### src/rtl/seq_alu_if.sv
// Request/response bundle for seq_alu: request handshake, operands, result and flags.
// The slave modport is the ALU side; the master modport is the requester side.
interface seq_alu_if #(
    parameter int unsigned WIDTH = 16
);
    logic             i_Valid;
    logic             o_Ready;
    logic [3:0]       i_OpCtrl;
    logic             i_UpdateCondCodes;
    logic [WIDTH-1:0] i_LeftOp;
    logic [WIDTH-1:0] i_RightOp;
    logic [WIDTH-1:0] o_Result;
    logic             o_Valid;
    logic [3:0]       o_ConditionCodes;
    logic             o_Illegal;

    modport slave (
        input  i_Valid,
        input  i_OpCtrl,
        input  i_UpdateCondCodes,
        input  i_LeftOp,
        input  i_RightOp,
        output o_Ready,
        output o_Result,
        output o_Valid,
        output o_ConditionCodes,
        output o_Illegal
    );

    modport master (
        output i_Valid,
        output i_OpCtrl,
        output i_UpdateCondCodes,
        output i_LeftOp,
        output i_RightOp,
        input  o_Ready,
        input  o_Result,
        input  o_Valid,
        input  o_ConditionCodes,
        input  o_Illegal
    );
endinterface

### src/rtl/seq_alu.sv
// Sequential ALU: single-cycle logic/arith/shift ops and an iterative shift-add multiplier.
// Condition codes are {C,Z,N,V}; all outputs are registered.
module seq_alu #(
    parameter int unsigned WIDTH  = 16,
    parameter int unsigned MUL_EN = 1
) (
    input  logic       i_Clk,
    input  logic       i_Rst_n,
    seq_alu_if.slave   bus
);
    localparam int unsigned SHW = $clog2(WIDTH);

    typedef enum logic {
        S_IDLE     = 1'b0,
        S_MUL_BUSY = 1'b1
    } state_t;

    state_t             r_state;
    logic               r_ready;

    // Latched single-cycle operation, completed on the edge after acceptance
    logic               r_pend;
    logic [3:0]         r_op;
    logic [WIDTH-1:0]   r_left;
    logic [WIDTH-1:0]   r_right;
    logic               r_upd;

    logic [2*WIDTH-1:0] r_acc;
    logic [2*WIDTH-1:0] r_mcand;
    logic [WIDTH-1:0]   r_mplier;
    logic [SHW-1:0]     r_count;
    logic               r_mul_upd;

    logic [WIDTH-1:0]   r_result;
    logic               r_valid;
    logic               r_illegal;
    logic [3:0]         r_cc;

    logic               w_accept;
    logic               w_is_mul;
    logic [SHW-1:0]     w_amt;
    logic [WIDTH:0]     w_sum;
    logic [WIDTH:0]     w_diff;
    logic [WIDTH:0]     w_shl;
    logic [WIDTH:0]     w_shr;
    logic [WIDTH:0]     w_asr;
    logic [WIDTH-1:0]   w_res;
    logic               w_c;
    logic               w_v;
    logic               w_illegal;
    logic [2*WIDTH-1:0] w_acc_next;
    logic [WIDTH-1:0]   w_mul_lo;
    logic               w_mul_c;

    assign w_accept = bus.i_Valid && r_ready;
    assign w_is_mul = (MUL_EN != 0) && (bus.i_OpCtrl == 4'd9);

    assign w_acc_next = r_mplier[0] ? (r_acc + r_mcand) : r_acc;
    assign w_mul_lo   = w_acc_next[WIDTH-1:0];
    assign w_mul_c    = |w_acc_next[2*WIDTH-1:WIDTH];

    // Shifts run in WIDTH+1 bits so the extra bit captures the last bit shifted out
    always_comb begin
        w_amt     = r_right[SHW-1:0];
        w_sum     = {1'b0, r_left} + {1'b0, r_right};
        w_diff    = {1'b0, r_left} - {1'b0, r_right};
        w_shl     = {1'b0, r_left} << w_amt;
        w_shr     = {r_left, 1'b0} >> w_amt;
        w_asr     = $signed({r_left, 1'b0}) >>> w_amt;
        w_res     = '0;
        w_c       = 1'b0;
        w_v       = 1'b0;
        w_illegal = 1'b0;
        case (r_op)
            4'd0: begin
                w_res = w_sum[WIDTH-1:0];
                w_c   = w_sum[WIDTH];
                w_v   = (r_left[WIDTH-1] == r_right[WIDTH-1]) &&
                        (w_sum[WIDTH-1] != r_left[WIDTH-1]);
            end
            4'd1: begin
                w_res = w_diff[WIDTH-1:0];
                w_c   = w_diff[WIDTH];
                w_v   = (r_left[WIDTH-1] != r_right[WIDTH-1]) &&
                        (w_diff[WIDTH-1] != r_left[WIDTH-1]);
            end
            4'd2: w_res = r_left & r_right;
            4'd3: w_res = r_left | r_right;
            4'd4: w_res = r_left ^ r_right;
            4'd5: w_res = ~r_left;
            4'd6: begin
                w_res = w_shl[WIDTH-1:0];
                w_c   = w_shl[WIDTH];
            end
            4'd7: begin
                w_res = w_shr[WIDTH:1];
                w_c   = w_shr[0];
            end
            4'd8: begin
                w_res = w_asr[WIDTH:1];
                w_c   = w_asr[0];
            end
            default: w_illegal = 1'b1;
        endcase
    end

    // Control, multiplier datapath and output registers
    always_ff @(posedge i_Clk or negedge i_Rst_n) begin
        if (!i_Rst_n) begin
            r_state   <= S_IDLE;
            r_ready   <= 1'b1;
            r_pend    <= 1'b0;
            r_op      <= '0;
            r_left    <= '0;
            r_right   <= '0;
            r_upd     <= 1'b0;
            r_acc     <= '0;
            r_mcand   <= '0;
            r_mplier  <= '0;
            r_count   <= '0;
            r_mul_upd <= 1'b0;
            r_result  <= '0;
            r_valid   <= 1'b0;
            r_illegal <= 1'b0;
            r_cc      <= '0;
        end else begin
            r_valid   <= 1'b0;
            r_illegal <= 1'b0;
            r_pend    <= 1'b0;
            if (r_pend) begin
                r_result  <= w_res;
                r_valid   <= 1'b1;
                r_illegal <= w_illegal;
                if (r_upd && !w_illegal) begin
                    r_cc <= {w_c, (w_res == '0), w_res[WIDTH-1], w_v};
                end
            end
            case (r_state)
                S_IDLE: begin
                    if (w_accept) begin
                        if (w_is_mul) begin
                            r_state   <= S_MUL_BUSY;
                            r_ready   <= 1'b0;
                            r_acc     <= '0;
                            r_mcand   <= {WIDTH'(0), bus.i_LeftOp};
                            r_mplier  <= bus.i_RightOp;
                            r_count   <= '0;
                            r_mul_upd <= bus.i_UpdateCondCodes;
                        end else begin
                            r_pend    <= 1'b1;
                            r_op      <= bus.i_OpCtrl;
                            r_left    <= bus.i_LeftOp;
                            r_right   <= bus.i_RightOp;
                            r_upd     <= bus.i_UpdateCondCodes;
                        end
                    end
                end
                S_MUL_BUSY: begin
                    r_acc    <= w_acc_next;
                    r_mcand  <= r_mcand << 1;
                    r_mplier <= r_mplier >> 1;
                    r_count  <= r_count + SHW'(1);
                    if (r_count == SHW'(WIDTH - 1)) begin
                        r_state  <= S_IDLE;
                        r_ready  <= 1'b1;
                        r_result <= w_mul_lo;
                        r_valid  <= 1'b1;
                        if (r_mul_upd) begin
                            r_cc <= {w_mul_c, (w_mul_lo == '0), w_mul_lo[WIDTH-1], 1'b0};
                        end
                    end
                end
                default: begin
                    r_state <= S_IDLE;
                    r_ready <= 1'b1;
                end
            endcase
        end
    end

    assign bus.o_Ready          = r_ready;
    assign bus.o_Result         = r_result;
    assign bus.o_Valid          = r_valid;
    assign bus.o_Illegal        = r_illegal;
    assign bus.o_ConditionCodes = r_cc;
endmodule

### src/flat_wrapper.sv
// flat-port wrapper written by rule: the top's interface ports become plain ports
module seq_alu_flat 
#(
    parameter int unsigned WIDTH  = 16,
    parameter int unsigned MUL_EN = 1
)
  (i_Clk, i_Rst_n, bus_i_Valid, bus_i_OpCtrl, bus_i_UpdateCondCodes, bus_i_LeftOp, bus_i_RightOp, bus_o_Ready, bus_o_Result, bus_o_Valid, bus_o_ConditionCodes, bus_o_Illegal);
  seq_alu_if #(.WIDTH(WIDTH)) bus_i ();
  input  logic i_Clk;
  input  logic i_Rst_n;
  input wire logic [$bits(bus_i.i_Valid)-1:0] bus_i_Valid;
  input wire logic [$bits(bus_i.i_OpCtrl)-1:0] bus_i_OpCtrl;
  input wire logic [$bits(bus_i.i_UpdateCondCodes)-1:0] bus_i_UpdateCondCodes;
  input wire logic [$bits(bus_i.i_LeftOp)-1:0] bus_i_LeftOp;
  input wire logic [$bits(bus_i.i_RightOp)-1:0] bus_i_RightOp;
  output wire logic [$bits(bus_i.o_Ready)-1:0] bus_o_Ready;
  output wire logic [$bits(bus_i.o_Result)-1:0] bus_o_Result;
  output wire logic [$bits(bus_i.o_Valid)-1:0] bus_o_Valid;
  output wire logic [$bits(bus_i.o_ConditionCodes)-1:0] bus_o_ConditionCodes;
  output wire logic [$bits(bus_i.o_Illegal)-1:0] bus_o_Illegal;
  assign bus_i.i_Valid = bus_i_Valid;
  assign bus_i.i_OpCtrl = bus_i_OpCtrl;
  assign bus_i.i_UpdateCondCodes = bus_i_UpdateCondCodes;
  assign bus_i.i_LeftOp = bus_i_LeftOp;
  assign bus_i.i_RightOp = bus_i_RightOp;
  assign bus_o_Ready = bus_i.o_Ready;
  assign bus_o_Result = bus_i.o_Result;
  assign bus_o_Valid = bus_i.o_Valid;
  assign bus_o_ConditionCodes = bus_i.o_ConditionCodes;
  assign bus_o_Illegal = bus_i.o_Illegal;
  seq_alu #(.WIDTH(WIDTH), .MUL_EN(MUL_EN)) u_core (.i_Clk(i_Clk), .i_Rst_n(i_Rst_n), .bus(bus_i));
endmodule
### config.mk
export PLATFORM = sky130hd
export DESIGN_NAME = seq_alu_flat
export DESIGN_NICKNAME = d
export VERILOG_FILES = /design/src/rtl/seq_alu_if.sv /design/src/rtl/seq_alu.sv /design/src/flat_wrapper.sv
export SDC_FILE = /design/constraint.sdc
export NUM_CORES = 1
export LEC_CHECK = 0
export CAP_MARGIN = 20
export CORE_MARGIN = 4
export CORE_UTILIZATION = 30
export CTS_CLUSTER_DIAMETER = 120
export CTS_CLUSTER_SIZE = 14
export DETAILED_ROUTE_END_ITERATION = 10
export GPL_ROUTABILITY_DRIVEN = 0
export PLACE_DENSITY = 0.49
export SLEW_MARGIN = 20
export SYNTH_ARGS = -nofsm -noshare
export SYNTH_HDL_FRONTEND = slang
export SYNTH_SLANG_ARGS = --single-unit
export TNS_END_PERCENT = 1
### constraint.sdc
create_clock -name i_Clk -period 3.81 [get_ports i_Clk]
set_input_delay 0.381 -clock i_Clk [delete_from_list [all_inputs] [get_ports i_Clk]]
set_output_delay 0.381 -clock i_Clk [all_outputs]
set_load 0.03 [all_outputs]
* Word level (Yosys, flattened, before mapping)
Cells that the tools add are included.
** Cells by class
- Add/subtract/negate cells :: 4
- Equal/unequal tests :: 17
- Shift-type cells :: 3
- Multiplexer cells :: 40
- Bitwise logic cells :: 6
- Reductions and logical operators :: 13
** Operators with widths (count)
- 32-bit 2-to-1 mux :: 5
- 16-bit case mux with 9 select lines :: 1
- 32-bit case mux with 2 select lines :: 2
- 16-bit 2-to-1 mux :: 5
- 32-bit adder :: 1
- 16-bit zero test :: 2
- 16-bit case mux with 2 select lines :: 1
- 4-bit 2-to-1 mux :: 7
- 16-bit by 16-bit adder with 17-bit output :: 1
- 16-bit by 4-bit << shifter with 17-bit output :: 1
- 17-bit by 4-bit >> shifter with 17-bit output :: 1
- 17-bit by 4-bit >>> shifter with 17-bit output :: 1
- 16-bit by 16-bit subtractor with 17-bit output :: 1
- 16-bit bitwise AND :: 1
- 4-bit by 3-bit equality test with 1-bit output, second input constant :: 4
- 16-bit inverter :: 1
- 16-bit OR :: 1
- 16-bit OR reduction :: 1
- 16-bit XOR :: 1
- 1-bit 2-to-1 mux :: 14
- 4-bit equality test, second input constant :: 3
- 3-bit AND reduction :: 3
- 9-bit OR reduction :: 1
- 4-bit by 2-bit equality test with 1-bit output, second input constant :: 2
- other kinds (13) :: 22
** Word-level totals
- Bits in registers :: 147
- Input port bits :: 40
- Output and inout port bits :: 23
- Logic and storage cells :: 99

* Longest topological paths before layout
- Depth in word-level cells :: 9
- Mapped depth :: 15
- Depth with buffers taken out :: 15

* Worst setup path after synthesis
No wires, ideal clock.
- Path kind :: register to register
- Start point :: reg u_core.r_right[1]
- End point :: reg u_core.r_cc[2] (netlist: u_core.bus.o_ConditionCodes[2])
- Library setup time :: 0.080 ns
- Data arrival time :: 3.856 ns
- Slack :: -0.126 ns
- Cell stages (with the launch flop) :: 15
- Period minus slack after synthesis :: 3.936 ns
- Path through :: dfrtp_1 buf_2 clkinv_1 fa_1 nor2b_1 o21bai_1 a221oi_1 nor2_1 o32a_1 a22oi_1 a211o_1 or4_1 or4_1 or4b_1 o211ai_2
** On the way
- Cells in the longest elaborated chain, start to end :: 8
- Elaborated cells between the ends (all ways) :: 15
- Those cells by class :: add/sub: 2; shift: 3; mux: 6; bitwise: 3; reduce/logical: 1
** RTL lines
- start, declared :: RTL line seq_alu.sv:25 : logic [WIDTH-1:0] r_right;
- start signal, assigned :: RTL line seq_alu.sv:153 : r_right <= bus.i_RightOp;
- 16-bit by 16-bit subtractor with 17-bit output (tied with other cells) :: RTL line seq_alu.sv:66 : w_diff = {1'b0, r_left} - {1'b0, r_right};
- 16-bit case mux with 9 select lines (*) :: RTL line seq_alu.sv:74 : case (r_op)
- 16-bit zero test (*) :: RTL line seq_alu.sv:135 : r_cc <= {w_c, (w_res == '0), w_res[WIDTH-1], w_v};
- 4-bit 2-to-1 mux (*) :: RTL line seq_alu.sv:134 : if (r_upd && !w_illegal) begin
- 4-bit 2-to-1 mux (*) :: RTL line seq_alu.sv:130 : if (r_pend) begin
- 4-bit 2-to-1 mux :: RTL line seq_alu.sv:168 : if (r_mul_upd) begin
- 4-bit 2-to-1 mux :: RTL line seq_alu.sv:163 : if (r_count == SHW'(WIDTH - 1)) begin
- 4-bit 2-to-1 mux (*) :: RTL line seq_alu.sv:138 : case (r_state)
- end signal, assigned :: RTL line seq_alu.sv:135
- end signal, assigned :: RTL line seq_alu.sv:169 : r_cc <= {w_mul_c, (w_mul_lo == '0), w_mul_lo[WIDTH-1], 1'b0};
- end, declared :: RTL line seq_alu.sv:37 : logic [3:0] r_cc;
Mark *: on every way between the ends. The rest lies on a longest branch, timed or not.
A chain may end at the register's enable or synchronous reset.

* Worst setup path in the final report
Same ends and word-level chain as after synthesis.

==> reports/qor.csv <==
stage,metric,value,unit
global_route,grt_pass1_wl,66700,um
timing,setup_slack,-0.00252,ns
critical_path,critPathTopFamily,simple AND/OR/NAND/NOR gates,
critical_path,r2r_slack,-0.003,ns
floorplan,die_h,206,um
clock_network,clock-sinks,147,
timing,post-route-period-util,100,%
timing,fin_setup_tns,-0.00252,ns
detailed_routing,dr.first_iter.drc_count,1022,
floorplan,start_util,30.3,%
global_route,grt.overflow.total,0,
clock_network,cts-buffers-inserted,17,
clock_network,insertion_delay,0.43,ns
logic_synthesis,synth_area,11700,um^2
critical_path,startpoint,u_core.r_right[1],
clock_network,clock_path_buffers,2,
pwr,internal_power,0.00255,W
pwr,pwr-share-clk,50.6,%
placement,io_buffers,62,
final_layout,final_common_cell,buf_4,
logic_synthesis,synth.area.top_cells,"dfrtp_1, ha_1, o21ai_0",
detailed_routing,vias_per_cell,5.56,
timing,setup_violations,1,
placement,postPlaceCellArea,13800,um^2
timing,slew_viol_final,0,
pwr,p_per_area,226,nW/um^2
global_route,grt_max_degree,94,
clock_network,cts_max_level,4,
logic_synthesis,synth_edf_count,0,
final_layout,regArea,3680,um^2
run_status,status,"finished, violations left",
critical_path,cp-end-kind,register,
timing,period_needed,3.81,ns
critical_path,cp_max_fo,24,
run_status,violations,setup timing,
timing,max_clock_freq,262,MHz
timing,hold_viol_final,0,
run,max-cap-violations,0,
critical_path,r2r_cells,11,
logic_synthesis,synth_cell_type_count,82,
logic_synthesis,synth.avg_cell_area,8.57,um^2
critical_path,crit_type,register to register,
detailed_routing,num_vias,11486,
critical_path,worst_ep_arrival_time,4.17,ns
final_layout,nFillCells,3956,
detailed_routing,drtPass1Iterations,6,
critical_path,crit_slowest_cell,or4_4,
timing,rsz0062_at_grt,true,
global_route,grt_util_all_layers,20.4,%
final_layout,final_cell_mix,"buf_4, nor2_1, nand2_1",
critical_path,crit_path_end,u_core.bus.o_ConditionCodes[2],
floorplan,core,38600,um^2
detailed_routing,wirelength,43500,um
global_route,grt_pass1_vias,11063,
logic_synthesis,post-synth-top-area-cell,dfrtp_1,
placement,place_worst_setup_slack,-0.266,ns
logic_synthesis,ys_ff_latch,147,
final_layout,fin_area,14800,um^2
final_layout,final_nets,1657,
final_layout,finish.utilization,38.3,%
logic_synthesis,synth_top_area_share,31.2,%
logic_synthesis,synth_warnings,0,
timing,tightest_slew,0.939,ns
logic_synthesis,ys.flop_type,dfrtp_1,
timing,skew,0.0115,ns
logic_synthesis,ys_seq_area_share,31.4,%
pwr,p_leak,6.57,nW
critical_path,crit_buf_inv,2,
critical_path,rr_startpoint,u_core.r_right[1],
critical_path,crit_chain,buf_6 -> buf_4 -> mux4_2 -> mux2i_1 -> o21ai_1 -> a221oi_2 -> nand4_1 -> or4_4 -> or4_4 -> or4b_4 -> o211ai_2,
global_route,antenna_found_initial,3,
final_layout,multi_input_area,7690,um^2
placement,hpwl,33000,um
floorplan,die_area,42300,um^2
pwr,ir_drop,298,uV
floorplan,die_x,206,um
logic_synthesis,syn_inst,1367,
critical_path,max_stage_delay,0.53,ns
floorplan,ios,63,
clock_network,path_clk_slew,0.07,ns
detailed_routing,drc,0,
critical_path,cp_common_cell,or4_4,
pwr,comb_power_share,2.8,%
clock_network,cts_tree,built,
clock_network,cts_root_buffer,clkbuf_16,
pwr,seq_power_share,46.6,%
critical_path,crit_cells,11,
critical_path,start_kind,register,
pwr,switching_share,23.8,%
floorplan,rows,72,
timing,relSlewSlack,36.9,%
pwr,switchingPower,0.000796,W
critical_path,critPathRequiredTime,4.17,ns
critical_path,timing.rr.end,u_core.bus.o_ConditionCodes[2],
final_layout,syn2layout_area_growth,26.2,%
detailed_routing,antenna_left,0,
worst_hold_path,hold_path.class,primary input to asynchronous set/reset pin,
final_layout,drive_above_1_share,19.8,%
logic_synthesis,synth-async-reset-ratio,100,%
logic_synthesis,syn_nets,1491,
detailed_routing,wire_per_inst,21.1,um
## metrics by stage
| stage | power [W] | hold slack, ns | cells |
|---|---|---|---|
| 3_3_place_gp | 0.00168 | 0.388 | 2013 |
| 3_5_place_dp | 0.00168 | 0.387 | 2013 |
| 6_report | 0.00335 | 0.481 | 2065 |
| 5_1_grt | 0.00346 | 0.531 | 2064 |
| 2_1_floorplan | 0.00159 | 0.0854 | 1367 |
| 4_1_cts | 0.00339 | 0.480 | 2059 |
## worst register-to-register path: stages, from the launching register on
cell	delay [ns]
dfrtp_1	0.40
buf_6	0.25
buf_4	0.29
mux4_2	0.41
mux2i_1	0.16
o21ai_1	0.09
a221oi_2	0.38
nand4_1	0.15
or4_4	0.53
or4_4	0.44
or4b_4	0.50
o211ai_2	0.15
## cells by family (layout without fill, tap and decap cells)
kind of cell | after synthesis | after routing | share of synthesized area, %
DFF | 147 | 147 | 31.4
xor gates and xnor gates | 29 | 29 | 2.17
muxes | 71 | 71 | 9.41
AOI/OAI and AO/OA | 448 | 448 | 25.3
other | 0 | 1 | 0
adders and majority gates | 84 | 84 | 9.16
and+or+nand+nor | 448 | 448 | 17.8
buffers and inverters | 140 | 319 | 4.85
## power groups by stage
stage               sequential, W  clock (W)  combinational, W
finish                    0.00156    0.00169         0.0000929
global placement          0.00159          0         0.0000949
global route              0.00156    0.00180          0.000102
detailed placement        0.00159          0         0.0000945
CTS                       0.00156    0.00173         0.0000958
floorplan                 0.00159          0        0.00000274
## synthesized netlist by cell type, types with 6 or more instances
cell         n
a211o_1      8
a211oi_1    10
a21o_1      26
a21oi_1     79
a221oi_1    14
a22o_1      29
a22oi_1      7
a31oi_1     13
and2_1       8
and3_1       6
buf_1        7
buf_2        9
clkbuf_1    65
dfrtp_1    146
ha_1        81
inv_1       51
mux2_2      15
mux2i_1     28
mux4_1       6
mux4_2      21
nand2_1    144
nand2b_1    12
nand3_1     26
nand3b_1     6
nand4_1     14
nor2_1     152
nor2b_1     11
nor3_1      19
nor4_1       6
o211ai_1    13
o21a_1      11
o21ai_0    124
o21bai_1     7
o221ai_1     8
o22ai_1     36
o2bb2ai_1    8
or2_2       10
or3_1        8
xnor2_1     16
xor2_1      13
## flip-flops by register name, indices dropped and copies added, names as in the netlist
signal / flops
u_core.bus.o_ConditionCodes: 4
u_core.r_mcand: 32
u_core.r_left: 16
u_core.bus.o_Ready: 1
u_core.bus.o_Result: 16
u_core.bus.o_Illegal: 1
u_core.bus.o_Valid: 1
u_core.r_upd: 1
u_core.r_count: 4
u_core.r_state: 1
u_core.r_acc: 32
u_core.r_right: 16
u_core.r_mul_upd: 1
u_core.r_mplier: 16
u_core.r_pend: 1
u_core.r_op: 4
## cell type report
class,instances,share of cell area [%]
Antenna cell,1,0.0169
Clock buffer,20,3.09
Inverter,56,1.46
Clock inverter,12,0.821
Multi-Input combinational cell,1080,52.0
Tap cell,518,4.38
Timing Repair Buffer,231,13.3
Sequential cell,147,24.9
## routing by layer
metal / up-vias / routed length (um) / part of all wire (%) / track usage [%]
met5: - / 13 / 0.030 / 0
met4: 2 / 1440 / 3.3 / 7.56
met3: 79 / 3230 / 7.4 / 4.92
met2: 407 / 18100 / 42 / 28.5
met1: 5610 / 20700 / 48 / 30.2
li1: 5388 / - / - / -
## how the worst min path moves through the flow
| stage | cells after the start | slack, ns | startpoint | end |
|---|---|---|---|---|
| after global placement | 1 | 0.39 | i_Rst_n | u_core.r_mplier[6] |
| after global routing | 2 | 0.53 | i_Rst_n | u_core.r_left[3] |
| after detailed placement | 1 | 0.39 | i_Rst_n | u_core.r_mplier[7] |
| after CTS | 2 | 0.48 | i_Rst_n | u_core.r_right[3] |
| after floorplan | 0 | 0.09 | i_Rst_n | u_core.bus.o_ConditionCodes[0] |
| final | 2 | 0.48 | i_Rst_n | u_core.r_left[3] |
## repair_timing
action / in CTS / in global routing
endpoints found under the setup margin: 2 / 5
hold endpoints to repair: 54 / 0
pin swaps: 13 / 20
buffers inserted: 13 / 4
resized for setup: 25 / 28
gates cloned: 0 / 1
hold buffers: 1 / 0
No activity file was read; power rests on OpenSTA's default activity.
==> RTL edit (same flow settings) <==
`WIDTH` is set to 16 in 3 places; all go to 32.
--- a/src/rtl/seq_alu_if.sv
+++ b/src/rtl/seq_alu_if.sv
@@ -1,7 +1,7 @@
 // Request/response bundle for seq_alu: request handshake, operands, result and flags.
 // The slave modport is the ALU side; the master modport is the requester side.
 interface seq_alu_if #(
-    parameter int unsigned WIDTH = 16
+    parameter int unsigned WIDTH = 32
 );
     logic             i_Valid;
     logic             o_Ready;
--- a/src/rtl/seq_alu.sv
+++ b/src/rtl/seq_alu.sv
@@ -1,7 +1,7 @@
 // Sequential ALU: single-cycle logic/arith/shift ops and an iterative shift-add multiplier.
 // Condition codes are {C,Z,N,V}; all outputs are registered.
 module seq_alu #(
-    parameter int unsigned WIDTH  = 16,
+    parameter int unsigned WIDTH  = 32,
     parameter int unsigned MUL_EN = 1
 ) (
     input  logic       i_Clk,
--- a/src/flat_wrapper.sv
+++ b/src/flat_wrapper.sv
@@ -1,7 +1,7 @@
 // flat-port wrapper written by rule: the top's interface ports become plain ports
 module seq_alu_flat 
 #(
-    parameter int unsigned WIDTH  = 16,
+    parameter int unsigned WIDTH  = 32,
     parameter int unsigned MUL_EN = 1
 )
   (i_Clk, i_Rst_n, bus_i_Valid, bus_i_OpCtrl, bus_i_UpdateCondCodes, bus_i_LeftOp, bus_i_RightOp, bus_o_Ready, bus_o_Result, bus_o_Valid, bus_o_ConditionCodes, bus_o_Illegal);
Interface: changed (resized bus_i_LeftOp, bus_i_RightOp and bus_o_Result); port bits go from 63 to 111. The function was not compared with the original's and may differ.
==> RTL edit against the unedited design <==
The run still ends with negative setup slack left; sequential cell count is 129 higher; final cell count is 140% higher; critical endpoint unchanged; core utilization is 3.8 points higher; largest cell class unchanged; synthesized cell count is 120% higher; synthesized area is 110% higher; sequential share of layout area is 4.5 points lower; cell area is 130% higher; fmax is 12% lower; first-iteration DRC count grew to 2.7 times the old value; setup slack worse by 0.52 ns; wire length grew to 2.7 times the old value.
Power is left out: it rests on default switching activity, and per cell area and clock period it moved more than threefold.
==> RTL edit: results (changes against the unedited design) <==
- The run finished, with violations left.
- The checks that failed: negative setup slack.
- The maximum single-stage delay on the critical path is 0.56 ns (+0.03 ns).
- The post-detailed-route via-to-cell ratio is 5.70 (+2.5%).
- The initial detailed-routing violation count is 2710 (+170%).
- The sequential-to-total area share from yosys stat was 0.283 (-0.0314).
- The total wirelength of the detailed-routed design is 118 mm (+170%).
- In this run the worst hold path is classified as in -> reg.
- The number of warnings printed during yosys synthesis is 0 (unchanged).
- The instance count after placement with tap cells included is 4834 (+140%).
- The number of antenna violations at the first check in global routing is 1 (-2).
- The worst-case setup margin in the final layout is -0.524 ns (-0.521 ns).
- The number of buffers created by CTS came to 24 (+7).
- The post-synthesis cell count is 3064 (+120%).
- The total routing usage reported by global routing is 0.265 (+0.0615).
- The maximum number of pins on one net before global-route repair is 104 (+11%).
- The length of the first detailed-routing pass in iterations is 6 (unchanged).
- In the post-synthesis netlist, the biggest area contributors are sky130_fd_sc_hd__dfrtp_1 28%, sky130_fd_sc_hd__ha_1 8.3%, sky130_fd_sc_hd__nor2_1 5.8%, sky130_fd_sc_hd__o21ai_0 5.2%, sky130_fd_sc_hd__nand2_1 4.9%.
- The slew at the pin closest to its max-slew limit was 0.983 ns (+0.0439 ns).
- By count the netlist is led by 376 x sky130_fd_sc_hd__nor2_1, 322 x sky130_fd_sc_hd__nand2_1, 275 x sky130_fd_sc_hd__dfrtp_1.
- The fill cell instance count of the final layout was 8218 (+110%).
- The total via count after detailed routing is 27804 (+140%).
- The largest registers in the layout are u_core.r_acc: 64 flops, u_core.r_mcand: 64 flops.
- The final setup TNS is -0.919 ns (-0.916 ns).
- Clock tree synthesis selected as its root buffer the cell sky130_fd_sc_hd__clkbuf_16.
- The library cell appearing most often on the critical path is sky130_fd_sc_hd__or4_4.
- The biggest fanout along the worst timing path was 4 (-83%).
- The placed cell area is 32800 sq um (+140%).
- The via count of the first global-routing pass is 26511 (+140%).
- The net count reported at finish was 4043 (+140%).
- The post-DP HPWL came to 95.1 mm (+190%).
- The maximum root-to-sink buffer count is 3 (+1).
- The first-pass GRT wire length is 175 mm (+160%).
- The final-report setup violation count is 4 (+3).
- The share of layout cells above drive strength 1 came to 0.279 (+0.0807).
- The most frequently used flop master after synthesis is sky130_fd_sc_hd__dfrtp_1.
- The distinct cell type count of the synthesized netlist is 92 (+12%).
- The post-synth net total was 3301 (+120%).
- The number of H-tree levels is 1 (-3).
- The quantity of I/O buffers inserted on ports was 110 (+77%).
- The post-route clock skew came to 0.0194 ns (+0.00794 ns).
- The number of diodes added for antenna fixing is 0 (-1).
- In this design, the largest share of critical-path delay is due to simple AND/OR/NAND/NOR gates.
- The share of async-settable or async-resettable flops after synthesis is 1.00 (unchanged).
- The pre-CTS worst setup slack is -0.863 ns (-0.596 ns).
- The insertion delay of the later-clocked pin in the worst-skew pair is 0.58 ns (+0.15 ns).
-- RTL edit: cell type report --
class                      count  area [sq um]  area share
timing repair buffer         936          7660       0.226
tap                         1060          1330      0.0391
clock inverter                 3          22.5    0.000664
multi-input combinational   2450         16800       0.497
clock buffer                  35           673      0.0198
sequential                   276          6930       0.204
inverter                     118           452      0.0133
-- RTL edit: cell families after synthesis --
kind of cell | count (synthesis) | share of synthesized area
AO/OA/AOI/OAI | 1066 | 0.288
multiplexers | 156 | 0.0866
flip-flops | 276 | 0.283
XOR/XNOR | 55 | 0.0197
buffers and inverters | 338 | 0.0532
adder cells (fa/ha/maj) | 165 | 0.0854
AND/OR/NAND/NOR | 1008 | 0.185
-- RTL edit: what timing repair did --
| item | 4_1_cts | 5_1_grt |
|---|---|---|
| hold buffers | 1 | 0 |
| gates cloned | 1 | 0 |
| pin swaps | 7 | 13 |
| resized for setup | 24 | 65 |
| setup endpoints to repair | 10 | 18 |
| buffers inserted | 1 | 3 |
| endpoints found under the hold margin | 97 | 0 |
-- RTL edit: metal layers --
metal | global-route usage | routed length (microns)
met1 | 0.391 | 54800
met2 | 0.393 | 49500
met3 | 0.0439 | 9210
met4 | 0.0871 | 4750
met5 | 0 | 8
-- RTL edit: final timing paths --
path	from	end	slack (ns)	cells after the start
worst max-delay path	u_core.r_right[11]	u_core.bus.o_ConditionCodes[2]	-0.52	15
worst min-delay path	bus_i_RightOp[5]	u_core.r_right[5]	0.39	3
worst max register to register	u_core.r_right[11]	u_core.bus.o_ConditionCodes[2]	-0.52	15
worst min register to register	u_core.r_count[3]	u_core.r_count[3]	0.49	1
max in group asynchronous	i_Rst_n	u_core.r_acc[59]	2.37	3
min in group asynchronous	i_Rst_n	u_core.r_mplier[14]	0.43	2
